--- src/rtl/gray_stream_decoder.sv ---
// Gray-code stream receiver: samples a Gray value on a strobe, decodes it to
// binary, tracks count direction and lock state, and counts illegal steps.
module gray_stream_decoder #(
  parameter int WIDTH       = 10,
  parameter int ERR_W       = 8,
  parameter int LOSS_THRESH = 3
) (
  input  logic             clk,
  input  logic             rst,
  input  logic             en,
  input  logic             sample,
  input  logic [WIDTH-1:0] gray_in,
  output logic [WIDTH-1:0] bin_out,
  output logic             out_valid,
  output logic             dir_out,
  output logic             step_ok,
  output logic             locked,
  output logic [ERR_W-1:0] err_count,
  output logic [1:0]       dbg_state
);

  typedef enum logic [1:0] {
    UNSYNC = 2'd0,
    ACQ    = 2'd1,
    LOCKED = 2'd2
  } state_t;

  localparam logic [3:0] THRESH = 4'(LOSS_THRESH);

  state_t           state_q, state_d;
  logic             s1_vld_q, s1_vld_d;
  logic [WIDTH-1:0] s1_gray_q, s1_gray_d;
  logic [WIDTH-1:0] prev_q, prev_d;
  logic [3:0]       run_q, run_d;
  logic [WIDTH-1:0] bin_q, bin_d;
  logic             vld_q, vld_d;
  logic             dir_q, dir_d;
  logic             ok_q, ok_d;
  logic             lock_q, lock_d;
  logic [ERR_W-1:0] err_q, err_d;

  logic [WIDTH-1:0] new_bin;
  logic [WIDTH-1:0] delta;
  logic             acc;
  logic             is_up, is_dn, is_same;
  logic [3:0]       run_inc;

  // Gray to binary: each binary bit is the XOR of all Gray bits at or above it.
  always_comb begin
    new_bin = '0;
    acc     = 1'b0;
    for (int i = WIDTH - 1; i >= 0; i--) begin
      acc        = acc ^ s1_gray_q[i];
      new_bin[i] = acc;
    end
  end

  assign delta   = new_bin - prev_q;
  assign is_up   = (delta == {{(WIDTH-1){1'b0}}, 1'b1});
  assign is_dn   = (delta == {WIDTH{1'b1}});
  assign is_same = (delta == '0);
  assign run_inc = run_q + 4'd1;

  // Handshake: a sample is accepted when en && sample; en=0 freezes both
  // stages, and out_valid pulses only on the cycle a stage-2 result lands.
  always_comb begin
    state_d   = state_q;
    s1_vld_d  = s1_vld_q;
    s1_gray_d = s1_gray_q;
    prev_d    = prev_q;
    run_d     = run_q;
    bin_d     = bin_q;
    vld_d     = 1'b0;
    dir_d     = dir_q;
    ok_d      = ok_q;
    lock_d    = lock_q;
    err_d     = err_q;

    if (en) begin
      s1_vld_d = sample;
      if (sample) begin
        s1_gray_d = gray_in;
      end
      if (s1_vld_q) begin
        vld_d  = 1'b1;
        bin_d  = new_bin;
        prev_d = new_bin;
        ok_d   = 1'b0;
        unique case (state_q)
          UNSYNC: state_d = ACQ;
          ACQ: begin
            if (is_up || is_dn) begin
              state_d = LOCKED;
              dir_d   = is_up;
              ok_d    = 1'b1;
            end
          end
          LOCKED: begin
            if (is_up || is_dn) begin
              dir_d = is_up;
              ok_d  = 1'b1;
              run_d = '0;
            end else if (is_same) begin
              ok_d  = 1'b1;
              run_d = '0;
            end else begin
              if (err_q != {ERR_W{1'b1}}) begin
                err_d = err_q + 1'b1;
              end
              // A run of bad steps means the source is gone; drop lock.
              if (run_inc == THRESH) begin
                state_d = UNSYNC;
                run_d   = '0;
              end else begin
                run_d = run_inc;
              end
            end
          end
          default: state_d = UNSYNC;
        endcase
        lock_d = (state_d == LOCKED);
      end
    end
  end

  always_ff @(posedge clk) begin
    if (rst) begin
      state_q   <= UNSYNC;
      s1_vld_q  <= 1'b0;
      s1_gray_q <= '0;
      prev_q    <= '0;
      run_q     <= '0;
      bin_q     <= '0;
      vld_q     <= 1'b0;
      dir_q     <= 1'b1;
      ok_q      <= 1'b0;
      lock_q    <= 1'b0;
      err_q     <= '0;
    end else begin
      state_q   <= state_d;
      s1_vld_q  <= s1_vld_d;
      s1_gray_q <= s1_gray_d;
      prev_q    <= prev_d;
      run_q     <= run_d;
      bin_q     <= bin_d;
      vld_q     <= vld_d;
      dir_q     <= dir_d;
      ok_q      <= ok_d;
      lock_q    <= lock_d;
      err_q     <= err_d;
    end
  end

  assign bin_out   = bin_q;
  assign out_valid = vld_q;
  assign dir_out   = dir_q;
  assign step_ok   = ok_q;
  assign locked    = lock_q;
  assign err_count = err_q;
  assign dbg_state = state_q;

endmodule

--- config.mk ---
export PLATFORM = sky130hd
export DESIGN_NAME = gray_stream_decoder
export DESIGN_NICKNAME = d
export VERILOG_FILES = /design/src/rtl/gray_stream_decoder.sv
export SDC_FILE = /design/constraint.sdc
export NUM_CORES = 1
export LEC_CHECK = 0
export BUFFER_PORTS_ARGS = -buffer_cell sky130_fd_sc_hd__buf_2
export CORE_MARGIN = 2
export CORE_UTILIZATION = 57
export DETAILED_ROUTE_END_ITERATION = 12
export MAX_ROUTING_LAYER = met4
export PLACE_DENSITY = 0.76
export RECOVER_POWER = 100
export SKIP_CTS_REPAIR_TIMING = 1
export SYNTH_ARGS = -nofsm -noshare
export SYNTH_HDL_FRONTEND = slang
export SYNTH_SLANG_ARGS = --single-unit
--- constraint.sdc ---
create_clock -name clk -period 5.3 [get_ports clk]
set_input_delay 1.06 -clock clk [delete_from_list [all_inputs] [get_ports clk]]
set_output_delay 1.06 -clock clk [all_outputs]
set_load 0.02 [all_outputs]
==> metrics <==
clock skew=6.11 ps; #FFs+latches synth=39; nets=389; DR iter-0 viols=82; fin crit period=4870 ps; share of post-route cells with drive strength above 1=10.9%; slew at the pin with the worst max-slew slack=1760 ps; most frequent cells in the layout=45 x nand2_1, 39 x dfxtp_1, 36 x nor2_1, 32 x a21oi_1, 25 x clkbuf_1; post-synthesis cell area=0.00261 sq mm; FF-to-FF path depth=17; Post-Synthesis Cells=327; starting density of the core=59.5%; DP HPWL=3.94 mm; Slew headroom=-17.1%; Skew-Pair Late Insertion Delay=290 ps; reg-to-reg setup timing slack=430 ps; Hold WC Path Type=flop to flop; R2R Path Start=s1_gray_q[9]; TritonCTS buffer count=5; async set-or-reset flop fraction in the synthesized netlist=0%; Critical Path Start Type=flop; count of cell types in the netlist=67; Hold Path Origin=step_ok; GRT overflow=0; Logic pwr share=42.3%; Clk network pwr share=24.5%; Final Util=65.2%; Hold Path Depth=2; crit path kind=flop to flop; critical path capture point type=flop; DRT Pass-1 Iters=4; multi-input logic area=0.00168 sq mm; synth-to-layout area growth=9.54%; Slew Viols, Final=42; final hold vios=0; reg2reg end=err_count[5]; Total Die Area=0.00514 sq mm; Avg Synthesized Cell Area=7.98 sq um; Final Setup Violations=0; Filler Cell Count=383; antenna-violating nets left=0; Vias/cell=5.66; Max Fclk=205 MHz; unrepaired setup endpoints after global routing=false; Internal=572 uW; VDD IR max=0.000185 V; CORE AREA=0.00438 sq mm; top cell type's share of synthesized area=29.9%; Seq/Total Area, Yosys=29.9%; clk slew on worst S/H paths=80 ps; DRT Wirelength=5.42 mm; initial antenna violation count=0; maximum root-to-sink buffer count=2; placer congestion estimate=0.971; routed vias=2326; failing checks=capacitance limit, slew limit; static leakage=0.00112 uW; status=complete, but fails checks; number of global-route vias before repair=2169; Net Count, Synth=358; FP Rows=24; Req. time, crit path=5480 ps; Synth Flop Type=dfxtp_1; Max Cap Violations=1; die width=71.7 um; sw power=354 uW; Hold EP=step_ok; H-tree depth=2; Sink Count=39; Top-Level Pins=38; commonest non-fill, non-tap cell in the layout=nand2_1; DR WL/cell=13.2 um; Tot Pwr=926 uW; Ant. Diodes=0; sw frac=38.2%; Power Density=324 mW/mm^2; leading area contributor after synthesis=dfxtp_1; critical path data arrival time=5050 ps; synth top area cells=dfxtp_1 30%, ha_1 8.1%, nand2_1 6.5%, a21oi_1 6.1%, nor2_1 5.0%; EDFF count, synth=0; FF+latch area=781 sq um; Max Fanout on Critical Path=8; CTS tree=built; first-pass GRT wire length=9.41 mm; synth warn=0; GRT Total Usage=23.1%; Sum Neg Setup Slack=0 ps; final worst-path cycle share=92.0%; DRC=0; Root Buffer=clkbuf_8; count of input and output buffers=37; Reg power frac=33.2%; Chip Height=71.7 um; pin count of the biggest net entering global routing=42
Yosys cell counts, drive strengths merged, types with 4 or more instances:
library cell,n
nand2,45
nor2,38
buf,7
xnor2,12
clkbuf,6
and3,6
a21o,4
and2,4
o21ai,11
nor2b,5
inv,21
nand4,5
nor4,4
dfxtp,39
a21oi,32
a211oi,6
ha,17
xor2,8
nand3,11
stage by stage:
| stage | worst slack, ps | std cells | hold slack (ps) | area, sq um |
|---|---|---|---|---|
| floorplan | 884 | 327 | 448 | 2610 |
| global placement | 596 | 403 | 439 | 2790 |
| finish | 425 | 411 | 455 | 2860 |
| detailed placement | 420 | 403 | 446 | 2790 |
| CTS | 328 | 411 | 457 | 2900 |
| global route | 49.8 | 411 | 495 | 2860 |
sequential cells by signal (all words and copies together) (netlist names):
signal / count
bin_out: 10
dbg_state: 2
dir_out: 1
err_count: 8
locked: 1
out_valid: 1
run_q: 4
s1_gray_q: 10
s1_vld_q: 1
step_ok: 1
worst max path at each step:
| stage | startpoint | endpoint | slack, ps |
|---|---|---|---|
| 2_1_floorplan | s1_gray_q[9] | err_count[5] | 880 |
| 6_report | s1_gray_q[9] | err_count[5] | 430 |
| 3_3_place_gp | s1_gray_q[9] | err_count[5] | 600 |
| 3_5_place_dp | s1_gray_q[9] | err_count[5] | 420 |
| 5_1_grt | s1_gray_q[9] | err_count[5] | 50 |
| 4_1_cts | s1_gray_q[9] | err_count[5] | 330 |
critical path, cell delays in order, from the launching register on:
cell and delay (ps):
dfxtp_1 440, xor2_2 220, xnor2_1 210, xor2_1 360, xor2_2 280, xor2_2 310
xnor2_1 230, xnor2_1 160, ha_1 270, nand2b_2 230, a211oi_2 300, o22ai_1 150
xnor2_1 170, or4_4 560, o22ai_4 290, nor3_4 120, nand4_1 130, mux2_1 330
cell families (layout without fill, tap and decap cells):
logic type	count (synthesis)	after routing	synth area share, %
compound gates	79	79	20.4
xor+xnor	20	20	7.86
fa+ha+maj	17	17	8.15
buf+inv	34	66	5.56
flops	39	39	29.9
mux	5	5	2.01
simple gates	133	133	26.1
cell type report:
cell class / count / area share, %
tap: 52 / 2.28
inverter: 21 / 2.76
timing repair buffer: 37 / 5.38
clock inverter: 1 / 0.263
clock buffer: 7 / 3.37
multi-input combinational: 254 / 58.6
sequential: 39 / 27.3
routing by layer:
layer | part of all wire [%] | track usage (%) | wire length [um]
met1 | 50 | 31.0 | 2690
met2 | 46 | 36.3 | 2500
met3 | 3.1 | 3.80 | 166
met4 | 1.2 | 6.29 | 64
met5 | 0 | - | 0
power groups by stage:
stage / Combinational [uW] / Clock, uW / Sequential (uW)
after floorplan: 328 / 0 / 316
after global placement: 385 / 0 / 314
after detailed placement: 387 / 0 / 314
after CTS: 392 / 233 / 307
after global routing: 434 / 244 / 308
final: 392 / 227 / 307
Power figures use the tool's default switching activity.
